$ cat src/rtl/cacheline_burst_adapter_if.sv
// Interface for cacheline_burst_adapter: the L2 line-level handshake plus the 64-bit memory burst bus.
// The slave modport is the adapter's view; the master modport is the environment's view (L2 + memory).
interface cacheline_burst_adapter_if #(
  parameter int s_line  = 256,
  parameter int s_burst = 64
);
  logic [s_line-1:0]  line_i;
  logic [s_line-1:0]  line_o;
  logic [31:0]        address_i;
  logic               read_i;
  logic               write_i;
  logic               resp_o;
  logic [s_burst-1:0] burst_i;
  logic [s_burst-1:0] burst_o;
  logic [31:0]        address_o;
  logic               read_o;
  logic               write_o;
  logic               resp_i;

  modport slave (
    input  line_i, address_i, read_i, write_i, burst_i, resp_i,
    output line_o, resp_o, burst_o, address_o, read_o, write_o
  );

  modport master (
    output line_i, address_i, read_i, write_i, burst_i, resp_i,
    input  line_o, resp_o, burst_o, address_o, read_o, write_o
  );
endinterface

$ cat src/rtl/cacheline_burst_adapter.sv
// Splits 256-bit L2 line reads/writes into 4-beat 64-bit memory bursts and reassembles read beats.
// Optional macro CACHELINE_ADAPTER_ALIGN_EN forces address_o[4:0] to zero (line-aligned memory address).
module cacheline_burst_adapter #(
  parameter int s_line  = 256,
  parameter int s_burst = 64
) (
  input logic                     clk,
  input logic                     rst_n,
  cacheline_burst_adapter_if.slave bus
);
  localparam int s_beats = s_line / s_burst;
  localparam logic [1:0] last_beat = 2'(s_beats - 1);

  typedef enum logic [2:0] {IDLE, RD_BURST, RD_DONE, WR_BURST, WR_DONE} state_t;

  state_t             state;
  logic [1:0]         count;
  logic [s_line-1:0]  rd_line;
  logic [s_line-1:0]  wr_line;
  logic [31:0]        addr;
  logic [s_burst-1:0] wr_beat;

  // Read and write lines are kept separately so line_o survives an intervening write burst.
  always_ff @(posedge clk or negedge rst_n) begin
    if (!rst_n) begin
      state   <= IDLE;
      count   <= 2'd0;
      rd_line <= '0;
      wr_line <= '0;
      addr    <= 32'd0;
    end else begin
      case (state)
        IDLE: begin
          if (bus.read_i) begin
            addr  <= bus.address_i;
            count <= 2'd0;
            state <= RD_BURST;
          end else if (bus.write_i) begin
            addr    <= bus.address_i;
            wr_line <= bus.line_i;
            count   <= 2'd0;
            state   <= WR_BURST;
          end
        end
        RD_BURST: begin
          if (bus.resp_i) begin
            for (int k = 0; k < s_beats; k++) begin
              if (count == 2'(k)) rd_line[k*s_burst +: s_burst] <= bus.burst_i;
            end
            count <= count + 2'd1;
            if (count == last_beat) state <= RD_DONE;
          end
        end
        RD_DONE: state <= IDLE;
        WR_BURST: begin
          if (bus.resp_i) begin
            count <= count + 2'd1;
            if (count == last_beat) state <= WR_DONE;
          end
        end
        WR_DONE: state <= IDLE;
        default: state <= IDLE;
      endcase
    end
  end

  always_comb begin
    wr_beat = '0;
    for (int k = 0; k < s_beats; k++) begin
      if (count == 2'(k)) wr_beat = wr_line[k*s_burst +: s_burst];
    end
  end

  // Handshake outputs decode straight from the state register, so at most one is ever high.
  assign bus.read_o  = (state == RD_BURST);
  assign bus.write_o = (state == WR_BURST);
  assign bus.resp_o  = (state == RD_DONE) || (state == WR_DONE);
  assign bus.line_o  = rd_line;
  assign bus.burst_o = (state == WR_BURST) ? wr_beat : '0;

`ifdef CACHELINE_ADAPTER_ALIGN_EN
  assign bus.address_o = addr & ~32'h0000_001F;
`else
  assign bus.address_o = addr;
`endif

endmodule

$ cat src/flat_wrapper.sv
// flat-port wrapper written by rule: the top's interface ports become plain ports
module cacheline_burst_adapter_flat 
#(
  parameter int s_line  = 256,
  parameter int s_burst = 64
)
  (clk, rst_n, bus_line_i, bus_address_i, bus_read_i, bus_write_i, bus_burst_i, bus_resp_i, bus_line_o, bus_resp_o, bus_burst_o, bus_address_o, bus_read_o, bus_write_o);
  cacheline_burst_adapter_if #(.s_line(s_line), .s_burst(s_burst)) bus_i ();
  input logic clk;
  input logic rst_n;
  input wire logic [$bits(bus_i.line_i)-1:0] bus_line_i;
  input wire logic [$bits(bus_i.address_i)-1:0] bus_address_i;
  input wire logic [$bits(bus_i.read_i)-1:0] bus_read_i;
  input wire logic [$bits(bus_i.write_i)-1:0] bus_write_i;
  input wire logic [$bits(bus_i.burst_i)-1:0] bus_burst_i;
  input wire logic [$bits(bus_i.resp_i)-1:0] bus_resp_i;
  output wire logic [$bits(bus_i.line_o)-1:0] bus_line_o;
  output wire logic [$bits(bus_i.resp_o)-1:0] bus_resp_o;
  output wire logic [$bits(bus_i.burst_o)-1:0] bus_burst_o;
  output wire logic [$bits(bus_i.address_o)-1:0] bus_address_o;
  output wire logic [$bits(bus_i.read_o)-1:0] bus_read_o;
  output wire logic [$bits(bus_i.write_o)-1:0] bus_write_o;
  assign bus_i.line_i = bus_line_i;
  assign bus_i.address_i = bus_address_i;
  assign bus_i.read_i = bus_read_i;
  assign bus_i.write_i = bus_write_i;
  assign bus_i.burst_i = bus_burst_i;
  assign bus_i.resp_i = bus_resp_i;
  assign bus_line_o = bus_i.line_o;
  assign bus_resp_o = bus_i.resp_o;
  assign bus_burst_o = bus_i.burst_o;
  assign bus_address_o = bus_i.address_o;
  assign bus_read_o = bus_i.read_o;
  assign bus_write_o = bus_i.write_o;
  cacheline_burst_adapter #(.s_line(s_line), .s_burst(s_burst)) u_core (.clk(clk), .rst_n(rst_n), .bus(bus_i));
endmodule
$ cat config.mk
export PLATFORM = sky130hd
export DESIGN_NAME = cacheline_burst_adapter_flat
export DESIGN_NICKNAME = d
export VERILOG_FILES = /design/src/rtl/cacheline_burst_adapter_if.sv /design/src/rtl/cacheline_burst_adapter.sv /design/src/flat_wrapper.sv
export SDC_FILE = /design/constraint.sdc
export NUM_CORES = 1
export LEC_CHECK = 0
export ABC_AREA = 1
export CAP_MARGIN = 25
export CORE_AREA = 2 2 275 277
export CTS_BUF_LIST = sky130_fd_sc_hd__clkbuf_4
export DETAILED_ROUTE_END_ITERATION = 8
export DIE_AREA = 0 0 277 279
export PLACE_DENSITY = 0.68
export SLEW_MARGIN = 20
export SYNTH_ARGS = -nofsm -noshare
export SYNTH_HDL_FRONTEND = slang
export SYNTH_SLANG_ARGS = --single-unit
$ cat constraint.sdc
create_clock -name clk -period 3.04 [get_ports clk]
set_clock_uncertainty 0.15 [all_clocks]
set_input_delay 0.304 -clock clk [delete_from_list [all_inputs] [get_ports clk]]
set_output_delay 0.304 -clock clk [all_outputs]
set_load 0.03 [all_outputs]
Word level (Yosys, flattened, before mapping)
Cells that the tools add are included.
{"block": "word_totals", "ff_bits": 549, "latch_bits": 0, "ram_bits": 0, "rom_bits": 0, "inputBits": 357, "out_inout_bits": 355, "word_cells": 55, "memories": 0}
{"block": "op_classes", "add_sub_neg": 1, "multipliers": 0, "div_mod_pow": 0, "magnitude_cmp": 0, "eq_ne": 13, "shift": 0, "muxes": 18, "bitwise": 1, "reduce_logical": 14}
{"op": "$mux W64", "n": 5}
{"op": "$mux W32", "n": 2}
{"op": "$mux W3", "n": 6}
{"op": "$reduce_and A3 Y1", "n": 6}
{"op": "$pmux W3 S3", "n": 1}
{"op": "$eq A3 B2 Y1 const B", "n": 2}
{"op": "$mux W2", "n": 3}
{"op": "$ne A2 B1 Y1 const B", "n": 3}
{"op": "$reduce_and A5 Y1", "n": 1}
{"op": "$eq A2 B2 Y1 const B", "n": 2}
{"op": "$ne A2 B2 Y1 const B", "n": 2}
{"op": "$pmux W2 S2", "n": 1}
{"op": "$reduce_bool A2 Y1", "n": 2}
{"op": "$eq A3 B1 Y1 const B", "n": 1}
{"op": "$eq A3 B3 Y1 const B", "n": 1}
{"op": "$logic_not A3 Y1", "n": 1}
{"op": "$ne A3 B3 Y1 const B", "n": 1}
{"op": "$add A2 B1 Y2 const B", "n": 1}
{"op": "$eq A2 B1 Y1 const B", "n": 1}
{"op": "$logic_not A2 Y1", "n": 1}
{"op": "$reduce_and A2 Y1", "n": 1}
{"op": "$reduce_or A2 Y1", "n": 1}
{"op": "$logic_or A1 B1 Y1", "n": 1}
{"op": "$not A1 Y1", "n": 1}

Logic depth before layout (Yosys ltp)
{"block": "logic_depth", "ltp_word": 6, "mapped_depth": 9, "depth_no_buf": 7}

Worst setup path before layout
Ideal clock, no wire load.
{"block": "synth_timing", "path_type": "flip-flop to output port", "startpoint": "register u_core.count[0]", "endpoint": "output port bus_burst_o[0]", "arrival_ns": 1.759, "required_time_ns": 2.586, "path_slack_ns": 0.827, "stages_incl_launch_ff": 9, "path_buffers": 2, "path_cell_list": "dfrtp_1 inv_1 ha_1 clkbuf_1 buf_2 nand2_1 nand2_1 nand3_1 a21oi_1"}
{"block": "synth_via", "elab_chain_cells": 6, "elab_cells_between_ends": 9, "cone_classes": "eq/ne: 3; mux: 5; reduce/logical: 1"}
{"item": "start, declared", "line_no": "cacheline_burst_adapter.sv:17", "rtl": "logic [1:0] count;"}
{"item": "start signal, assigned", "line_no": "cacheline_burst_adapter.sv:50", "rtl": "count <= count + 2'd1;"}
{"item": "start signal, assigned", "line_no": "cacheline_burst_adapter.sv:57", "rtl": "count <= count + 2'd1;"}
{"item": "$logic_not A2 Y1", "line_no": "cacheline_burst_adapter.sv:70", "rtl": "if (count == 2'(k)) wr_beat = wr_line[k*s_burst +: s_burst];"}
{"item": "$mux W64 (3 in series)", "line_no": "cacheline_burst_adapter.sv:70"}
{"item": "$mux W64 (*)", "line_no": "cacheline_burst_adapter.sv:70"}
{"item": "$mux W64 (*)", "line_no": "cacheline_burst_adapter.sv:79", "rtl": "assign bus.burst_o = (state == WR_BURST) ? wr_beat : '0;"}
{"item": "end, declared", "line_no": "flat_wrapper.sv:19", "rtl": "output wire logic [$bits(bus_i.burst_o)-1:0] bus_burst_o;"}
Mark *: on every way between the ends. The rest lies on a longest branch, timed or not.

Final worst setup path
{"block": "layout_timing", "startpoint": "register u_core.count[0]", "endpoint": "output port bus_burst_o[41]"}
Same word-level chain as after synthesis.

==> results.sh <==
export IMPL_netlist_area_um2=23200
export IMPL_cellPowerDensity_nw_per_um2=1040
export IMPL_io_pins=712
export IMPL_grt_pass1_vias=24000
export IMPL_cts_root_buf="clkbuf_4"
export IMPL_core_area_um2=74100
export IMPL_max_slew_margin_rel_pct=51.9
export IMPL_setup_tns_ps=-345
export IMPL_yosys_area_top_type="dfrtp_1"
export IMPL_grt_overflow=0
export IMPL_ys_seq_area_share_pct=59.3
export IMPL_path_class="reg2out"
export IMPL_setup_viol=23
export IMPL_power_leakage_nw=18.8
export IMPL_layout_setup_ws_ps=-61.2
export IMPL_synth_top_cell_area_share_pct=59.3
export IMPL_synthTopCellsByArea="dfrtp_1 (59%), nand2_1 (13%), inv_1 (6.4%)"
export IMPL_area_delta_synth_final_pct=68.5
export IMPL_synth_distinct_cells=21
export IMPL_wl_um=101000
export IMPL_dp_slack_ps=552
export IMPL_dr_pass1_iters=6
export IMPL_grt_setup_unrepaired="yes"
export IMPL_crit_slowest_cell="dfrtp_2"
export IMPL_final_util_pct=52.7
export IMPL_hold_viol_final=0
export IMPL_rows=100
export IMPL_peakVddDrop_mv=0.544
export IMPL_failed_checks="setup timing"
export IMPL_die_x_um=277
export IMPL_startpoint_type="register"
export IMPL_yosysWarnings=0
export IMPL_mostFrequentLayoutCells="nand2_1 (736), clkdlybuf4s50_1 (643), dfrtp_1 (547), inv_1 (392), dlygate4sd3_1 (357)"
export IMPL_ant_nets=0
export IMPL_final_common_cell="nand2_1"
export IMPL_htree_levels=4
export IMPL_clockBufferDepth=3
export IMPL_antenna_found_initial=5
export IMPL_grt_max_degree=129
export IMPL_fin_crit_ps=3100
export IMPL_crit_fanout=8
export IMPL_crit_chain="inv_4 > ha_4 > buf_12 > clkbuf_16 > a21oi_1 > a21oi_2 > buf_6"
export IMPL_grt_pass1_wl_um=142000
export IMPL_multi_input_area_um2=8040
export IMPL_cts_sinks=549
export IMPL_crit_required_ps=2590
export IMPL_dp_cells=4303
export IMPL_initial_core_util_pct=31.3
export IMPL_drt_drc_violations_left=0
export IMPL_seqCellArea_um2=13700
export IMPL_status="complete, but fails checks"
export IMPL_synth_cells=2736
export IMPL_dpl_hpwl_um=58300
export IMPL_cp_data_arrival_time_ps=2650
export IMPL_finalCritPeriodShare_pct=102
export IMPL_io_buffers=711
export IMPL_cts_buffers=150
export IMPL_grt_use_total_pct=23.8
export IMPL_worstReg2RegStart="u_core.count[0]"
export IMPL_syn_num_nets=3097
export IMPL_maxCapViolCount=0
export IMPL_fin_nets=4253
export IMPL_slew_viol_final=0
export IMPL_setup_worst_path_end_class="output port"
export IMPL_cts_tree="yes"
export IMPL_drive_gt1_share_pct=15.5
export IMPL_vias=24400
export IMPL_worst_slew_pin_slew_ps=721
export IMPL_insertion_delay_ps=930
export IMPL_r2r_end="u_core.bus.line_o[141]"
export IMPL_avgRoutedWirePerCell_um=20.4
export IMPL_gp_congestion=0.883
export IMPL_path_clk_slew_ps=60
export IMPL_nFillCells=6416
export IMPL_die_area_um2=77300
export IMPL_stdcell_count=4978
export IMPL_ff2ff_setup_slack_ps=410
export IMPL_worstSetupEndpoint="bus_burst_o[41]"
export IMPL_critPathMaxStageDelay_ps=490
export IMPL_avgViaCountPerCell=4.89
export IMPL_ff2ff_path_depth=12
export IMPL_startpoint="u_core.count[0]"
export IMPL_dieHeight_um=279
export IMPL_max_freq_ghz=0.322
export IMPL_drt_iter0_markers=2257
export IMPL_ys_seq_elements=549
export IMPL_syn_area_per_cell_um2=8.47
export IMPL_hold_class="in2reg"
## state kept, by name, indices dropped and copies added, names as in the netlist
signal                flops
u_core.bus.line_o       256
u_core.state              3
u_core.wr_line          256
u_core.bus.address_o     32
u_core.count              2
## stage by stage
step                      total power, mW  cell area (um2)  hold WS, ps
after floorplan                      22.0            23200         -142
after global placement               29.3            31500          218
after detailed placement             29.6            31500          222
after CTS                            38.2            37700         11.7
after global routing                 42.7            39100          101
final                                40.6            39100          149
## worst min path at each step
stage	from	end	slack [ps]	cells after the start
2_1_floorplan	rst_n	u_core.bus.address_o[0]	-140	0
3_3_place_gp	rst_n	u_core.wr_line[42]	220	1
3_5_place_dp	rst_n	u_core.wr_line[42]	220	1
4_1_cts	bus_resp_i	u_core.count[0]	10	4
5_1_grt	bus_resp_i	u_core.count[0]	100	4
6_report	bus_resp_i	u_core.count[0]	150	4
## power breakdown
| group | internal (mW) | total (mW) | leakage (nW) | switching [mW] |
|---|---|---|---|---|
| logic | 8.29 | 21.1 | 10.7 | 12.8 |
| clock network | 3.44 | 6.83 | 1.15 | 3.39 |
| registers | 10.6 | 12.7 | 6.92 | 2.07 |
| total | 22.3 | 40.6 | 18.8 | 18.3 |
## cell usage after synthesis (all sizes together)
library cell  count
dfrtp           549
nand3           104
clkinv            2
nand2           790
buf             120
ha                4
inv             399
nor2              7
a21oi           129
clkbuf           54
nand4             2
o21ai           576
## routing by layer
metal  global-route usage (%)  wire length (um)  vias to the layer above
met5                        0                 0                        -
met4                     12.5              5030                        0
met3                     6.08              9590                      320
met2                     40.3             49100                     1416
met1                     27.8             37700                    11600
li1                         -                 -                    11000
## worst max-delay path: cells and delay by family (launching register included)
family                     cells  cell delay, ps
buffers and inverters          4             640
adders and majority gates      1             270
AOI/OAI and AO/OA              2             320
DFF                            1             490
## cells by family (layout without fill, tap and decap cells)
family	Yosys count	count (layout)	share of synthesized area, %
AO/OA/AOI/OAI	705	705	15.2
adder cells (fa/ha/maj)	4	4	0.216
buffers and inverters	575	1843	10.0
flip-flops	549	549	59.3
other	0	5	0
AND/OR/NAND/NOR	903	903	15.3
## layout make-up
class | count | share of cell area, %
Tap cell | 969 | 3.10
Antenna cell | 5 | 0.0320
Inverter | 401 | 3.95
Sequential cell | 549 | 35.2
Multi-Input combinational cell | 1612 | 20.6
Timing Repair Buffer | 1176 | 32.1
Clock buffer | 226 | 4.34
Clock inverter | 38 | 0.605
Timing Repair inverter | 2 | 0.0448
## what timing repair did
action / in CTS / in global routing
cloned: 10 / 23
hold endpoints to repair: 1096 / 0
buffers inserted: 5 / 11
pin swaps: 27 / 63
hold buffers: 358 / 0
endpoints found under the setup margin: 67 / 65
resized for setup: 117 / 192
Note: power is estimated with default switching activity, not from simulation.
